File: src/rtl/ex_mem_pkg.sv
// Shared definitions for the EX->MEM pipeline register: control bit positions,
// occupancy state encoding and the default control width.
package ex_mem_pkg;

  localparam int MEMREAD  = 0;
  localparam int MEMTOREG = 1;
  localparam int MEMWRITE = 2;
  localparam int REGWRITE = 3;

  localparam int CTRL_W_DEFAULT = 4;

  typedef enum logic [1:0] {
    EMPTY = 2'd0,
    ONE   = 2'd1,
    TWO   = 2'd2
  } state_t;

endpackage

File: src/rtl/sat_counter.sv
// Saturating up-counter; 1-cycle update latency, no backpressure.
// Sticks at all-ones instead of wrapping.
module sat_counter #(
  parameter int W = 16
) (
  input  logic         clk,
  input  logic         rst_n,
  input  logic         inc,
  output logic [W-1:0] count
);

  always_ff @(posedge clk or negedge rst_n) begin
    if (!rst_n) begin
      count <= '0;
    end else if (inc && (count != {W{1'b1}})) begin
      count <= count + 1'b1;
    end
  end

endmodule

File: src/rtl/ex_mem_pipe.sv
// EX->MEM stage register with 2-entry skid; 1-cycle latency, 1/cycle throughput.
// Backpressure: ex_ready comes straight from state flops, so mem_ready never reaches it combinationally.
module ex_mem_pipe
  import ex_mem_pkg::*;
#(
  parameter int DATA_W = 32,
  parameter int ADDR_W = 5,
  parameter int CTRL_W = CTRL_W_DEFAULT,
  parameter int CNT_W  = 16
) (
  input  logic              clk,
  input  logic              rst_n,
  input  logic              flush,
  input  logic              ex_valid,
  output logic              ex_ready,
  input  logic [DATA_W-1:0] ex_aluout,
  input  logic [DATA_W-1:0] ex_regout,
  input  logic [ADDR_W-1:0] ex_waddr,
  input  logic [CTRL_W-1:0] ex_ctrl,
  output logic              mem_valid,
  input  logic              mem_ready,
  output logic [DATA_W-1:0] mem_aluout,
  output logic [DATA_W-1:0] mem_regout,
  output logic [ADDR_W-1:0] mem_waddr,
  output logic [CTRL_W-1:0] mem_ctrl,
  output logic [1:0]        occupancy,
  output logic [CNT_W-1:0]  stall_cnt
);

  state_t            state;
  logic [CTRL_W-1:0] main_ctrl;
  logic [DATA_W-1:0] skid_aluout;
  logic [DATA_W-1:0] skid_regout;
  logic [ADDR_W-1:0] skid_waddr;
  logic [CTRL_W-1:0] skid_ctrl;
  logic              main_valid;
  logic              skid_valid;
  logic              in_fire;
  logic              out_fire;

  assign main_valid = (state != EMPTY);
  assign skid_valid = (state == TWO);
  assign ex_ready   = !skid_valid;
  assign in_fire    = ex_valid && ex_ready;
  assign out_fire   = main_valid && mem_ready;

  assign mem_valid  = main_valid;
  // A bubble must never look like a memory or register-file write.
  assign mem_ctrl   = main_valid ? main_ctrl : '0;
  assign occupancy  = 2'(main_valid) + 2'(skid_valid);

  always_ff @(posedge clk or negedge rst_n) begin
    if (!rst_n) begin
      state       <= EMPTY;
      mem_aluout  <= '0;
      mem_regout  <= '0;
      mem_waddr   <= '0;
      main_ctrl   <= '0;
      skid_aluout <= '0;
      skid_regout <= '0;
      skid_waddr  <= '0;
      skid_ctrl   <= '0;
    end else if (flush) begin
      state <= EMPTY;
    end else begin
      case (state)
        EMPTY: begin
          if (in_fire) begin
            mem_aluout <= ex_aluout;
            mem_regout <= ex_regout;
            mem_waddr  <= ex_waddr;
            main_ctrl  <= ex_ctrl;
            state      <= ONE;
          end
        end
        ONE: begin
          if (in_fire && out_fire) begin
            mem_aluout <= ex_aluout;
            mem_regout <= ex_regout;
            mem_waddr  <= ex_waddr;
            main_ctrl  <= ex_ctrl;
          end else if (in_fire) begin
            skid_aluout <= ex_aluout;
            skid_regout <= ex_regout;
            skid_waddr  <= ex_waddr;
            skid_ctrl   <= ex_ctrl;
            state       <= TWO;
          end else if (out_fire) begin
            state <= EMPTY;
          end
        end
        TWO: begin
          if (out_fire) begin
            mem_aluout <= skid_aluout;
            mem_regout <= skid_regout;
            mem_waddr  <= skid_waddr;
            main_ctrl  <= skid_ctrl;
            state      <= ONE;
          end
        end
        default: state <= EMPTY;
      endcase
    end
  end

  sat_counter #(.W(CNT_W)) u_stall_cnt (
    .clk   (clk),
    .rst_n (rst_n),
    .inc   (main_valid && !mem_ready),
    .count (stall_cnt)
  );

endmodule
File: config.mk
export PLATFORM = sky130hd
export DESIGN_NAME = ex_mem_pipe
export DESIGN_NICKNAME = d
export VERILOG_FILES = /design/src/rtl/ex_mem_pkg.sv /design/src/rtl/sat_counter.sv /design/src/rtl/ex_mem_pipe.sv
export SDC_FILE = /design/constraint.sdc
export NUM_CORES = 1
export LEC_CHECK = 0
export BUFFER_PORTS_ARGS = -buffer_cell sky130_fd_sc_hd__clkbuf_2
export CAP_MARGIN = 20
export CORE_MARGIN = 8
export CORE_UTILIZATION = 60
export CTS_BUF_LIST = sky130_fd_sc_hd__clkbuf_4 sky130_fd_sc_hd__clkbuf_8
export CTS_CLUSTER_DIAMETER = 60
export DETAILED_ROUTE_END_ITERATION = 8
export PLACE_DENSITY = 0.94
export SLEW_MARGIN = 20
export SYNTH_ARGS = -nofsm -noshare
export SYNTH_HDL_FRONTEND = slang
export SYNTH_SLANG_ARGS = --single-unit
File: constraint.sdc
create_clock -name clk -period 3.5 [get_ports clk]
set_input_delay 0.7 -clock clk [delete_from_list [all_inputs] [get_ports clk]]
set_output_delay 0.7 -clock clk [all_outputs]
set_load 0.05 [all_outputs]
==> run_results.csv <==
group,metric,value,unit
status,outcome,"finished, final reports clean",
floorplan,die_w,126,um
clock_tree,ctsRootBufferMaster,"clkbuf_8",
timing,drv_slew,0,
cells_and_area,n_fill_cell,769,
timing,hold_viol_final,0,
timing,clock_skew,0.0123,ns
setup_path,crit_type,"reg -> out",
floorplan,rows,40,
min_path,min_path_type,"in -> async",
setup_path,ff2ff_path_depth,5,
clock_tree,insertion_delay,0.45,ns
global_routing,grt_pass1_wl,25400,um
place,io_buffers,170,
timing,tightestPinTransition,0.640,ns
setup_path,crit_arrival,1.86,ns
clock_tree,clockBufferDepth,2,
clock_tree,clock_sinks,164,
power,vdd_drop_max,0.411,mV
floorplan,start_util,0.611,
logic_synthesis,ys_seq_area_frac,0.564,
setup_path,cp_max_fo,8,
clock_tree,cts_htree_levels,4,
global_routing,grt_start_max_net_pins,76,
setup_path,crit_required,2.80,ns
setup_path,r2r_slack,1.21,ns
clock_tree,numCtsBuffers,17,
setup_path,reg2reg_to,"mem_regout[4]",
floorplan,die_area,0.0159,mm^2
cells_and_area,diodes,0,
logic_synthesis,synth_cells,487,
power,pwr_density_cell,652,mW/mm^2
floorplan,pin_count,171,
detailed_routing,ant_nets,0,
power,p_leak,4.10,nW
floorplan,core_area,0.0119,mm^2
global_routing,grt-ovfl-total,0,
timing,min_period_over_period,0.730,
cells_and_area,area_growth,18.6,%
job,maxCapViolations,0,
global_routing,antenna_found_initial,0,
timing,setup_tns,0,ns
clock_tree,cts_tree,"done",
logic_synthesis,ys_ff_latch,164,
setup_path,path_cells,"nor2_1 > nor2b_1 > clkbuf_2",
logic_synthesis,syn_area,0.00728,mm^2
setup_path,r2r-start,"state[0]",
cells_and_area,drive_gt1_frac,0.461,
cells_and_area,nNetsFinal,735,
detailed_routing,dr.pass1.iters,4,
logic_synthesis,yosysWarnings,0,
setup_path,end_kind,"output pin",
global_routing,grt_usage,0.202,
logic_synthesis,avgSynthCellArea,14.9,um^2
setup_path,cp-start-kind,"flop",
clock_tree,cts.repair.resized,0,
clock_tree,hold_buffers,0,
detailed_routing,vias,4527,
timing,fin_hold_ws,0.132,ns
detailed_routing,dr.first_iter.drc_count,301,
timing,fin_crit,2.56,ns
place,dp_slack,1.08,ns
global_routing,first_global_vias,5079,
clock_tree,clkTransAtPathRegs,0.08,ns
timing,rsz0062_at_grt,"no",
detailed_routing,drt_wl_total,15600,um
setup_path,cpPeakStageDelay,0.49,ns
detailed_routing,drc,0,
logic_synthesis,synth_edf_count,0,
floorplan,die_h,126,um
detailed_routing,via_per_inst,5.55,
logic_synthesis,synth_ff_type,"dfrtp_1",
logic_synthesis,async_flop_share,1.00,
place,routabilityCongestion,0.823,
logic_synthesis,syn-num-nets,566,
place,place_hpwl,11300,um
clock_tree,cts_setup_buffers,0,
logic_synthesis,ys_types,34,
detailed_routing,wl_per_cell,19.1,um
timing,setup_viol_count_final,0,
setup_path,slowest_stage,"dfrtp_1",
timing,clock.fmax,391,MHz
timing,slew_headroom,0.573,
timing,setup_ws,0.943,ns
[worst max-delay path: cells and delay by family, from the launching register on]
kind,cells,cell delay (ns)
buf+inv,1,0.27
flops,1,0.49
simple gates,2,0.63
[logic make-up (layout without fill, tap and decap cells)]
family          count (synthesis)  after routing  share of synthesized area
flops                         164            164                      0.564
buf+inv                        29            210                     0.0287
fa+ha+maj                       1              1                    0.00172
mux                           222            222                      0.343
compound gates                  5              5                    0.00499
simple gates                   52             52                     0.0407
xor+xnor                       14             14                     0.0168
[state kept, by name (all words and copies together) (netlist names)]
name,count
skid_aluout,32
main_ctrl,4
state,2
u_stall_cnt.count,16
skid_regout,32
mem_waddr,5
mem_aluout,32
skid_ctrl,4
mem_regout,32
skid_waddr,5
[per-stage QoR]
stage	power, mW	std cells	area, um^2	utilization
after detailed placement	4.26	784	8220	0.690
after global routing	5.88	815	8640	0.725
after floorplan	3.77	487	7280	-
after CTS	5.68	815	8640	0.725
final	5.63	815	8640	0.725
after global placement	4.16	784	8220	0.690
[cells in the mapped netlist (2+ instances only)]
library cell,instances,area share
buf_6,8,0.012
and2_1,3,0.0026
nand4_1,5,0.0043
and3_1,2,0.0017
buf_2,11,0.0076
xnor2_1,4,0.0048
mux2_2,94,0.15
nor3_1,4,0.0028
nor2_1,10,0.0052
nand3_1,4,0.0028
mux2_1,127,0.20
and4_1,3,0.0036
buf_4,7,0.0072
dfrtp_1,164,0.56
nand2_1,8,0.0041
xor2_1,10,0.012
a21oi_1,2,0.0014
nor2b_1,5,0.0043
[per-layer routing]
metal  wire (um)  track usage  up-vias
met5           0            0        -
met4         544        0.106        0
met3         970       0.0688       39
met2        7960        0.347      139
met1        6090        0.218     2277
li1            -            -     2072
[cell usage in the layout, fill, tap and decap left out, types with 5 or more instances in the layout]
master / n
nor2_1: 10
clkbuf_8: 20
mux2_1: 127
clkbuf_2: 169
xor2_1: 10
nor2b_1: 5
nand2_1: 8
dfrtp_1: 164
nand4_1: 5
buf_4: 5
mux2_2: 94
[cell type report]
cell class | count | area (um^2) | area share
timing repair buffer | 177 | 935 | 0.108
clock buffer | 22 | 290 | 0.0336
multi-input combinational | 294 | 2990 | 0.346
tap | 147 | 184 | 0.0213
clock inverter | 9 | 126 | 0.0146
inverter | 2 | 7.51 | 0.000869
sequential | 164 | 4100 | 0.475
[worst max path at each step]
stage	from	to	cells past startpoint
finish	state[0]	mem_ctrl[3]	3
global placement	ex_valid	mem_regout[26]	6
floorplan	state[0]	mem_aluout[11]	6
detailed placement	ex_valid	mem_regout[12]	6
CTS	state[0]	mem_ctrl[3]	3
global route	state[0]	mem_ctrl[3]	3
[power by group]
group	leakage (nW)	internal (mW)	total (mW)	switching, mW
clock network	0.216	0.772	1.42	0.650
registers	1.99	2.34	2.60	0.265
logic	1.90	0.516	1.60	1.09
total	4.10	3.63	5.63	2.00
Power figures use the tool's default switching activity.
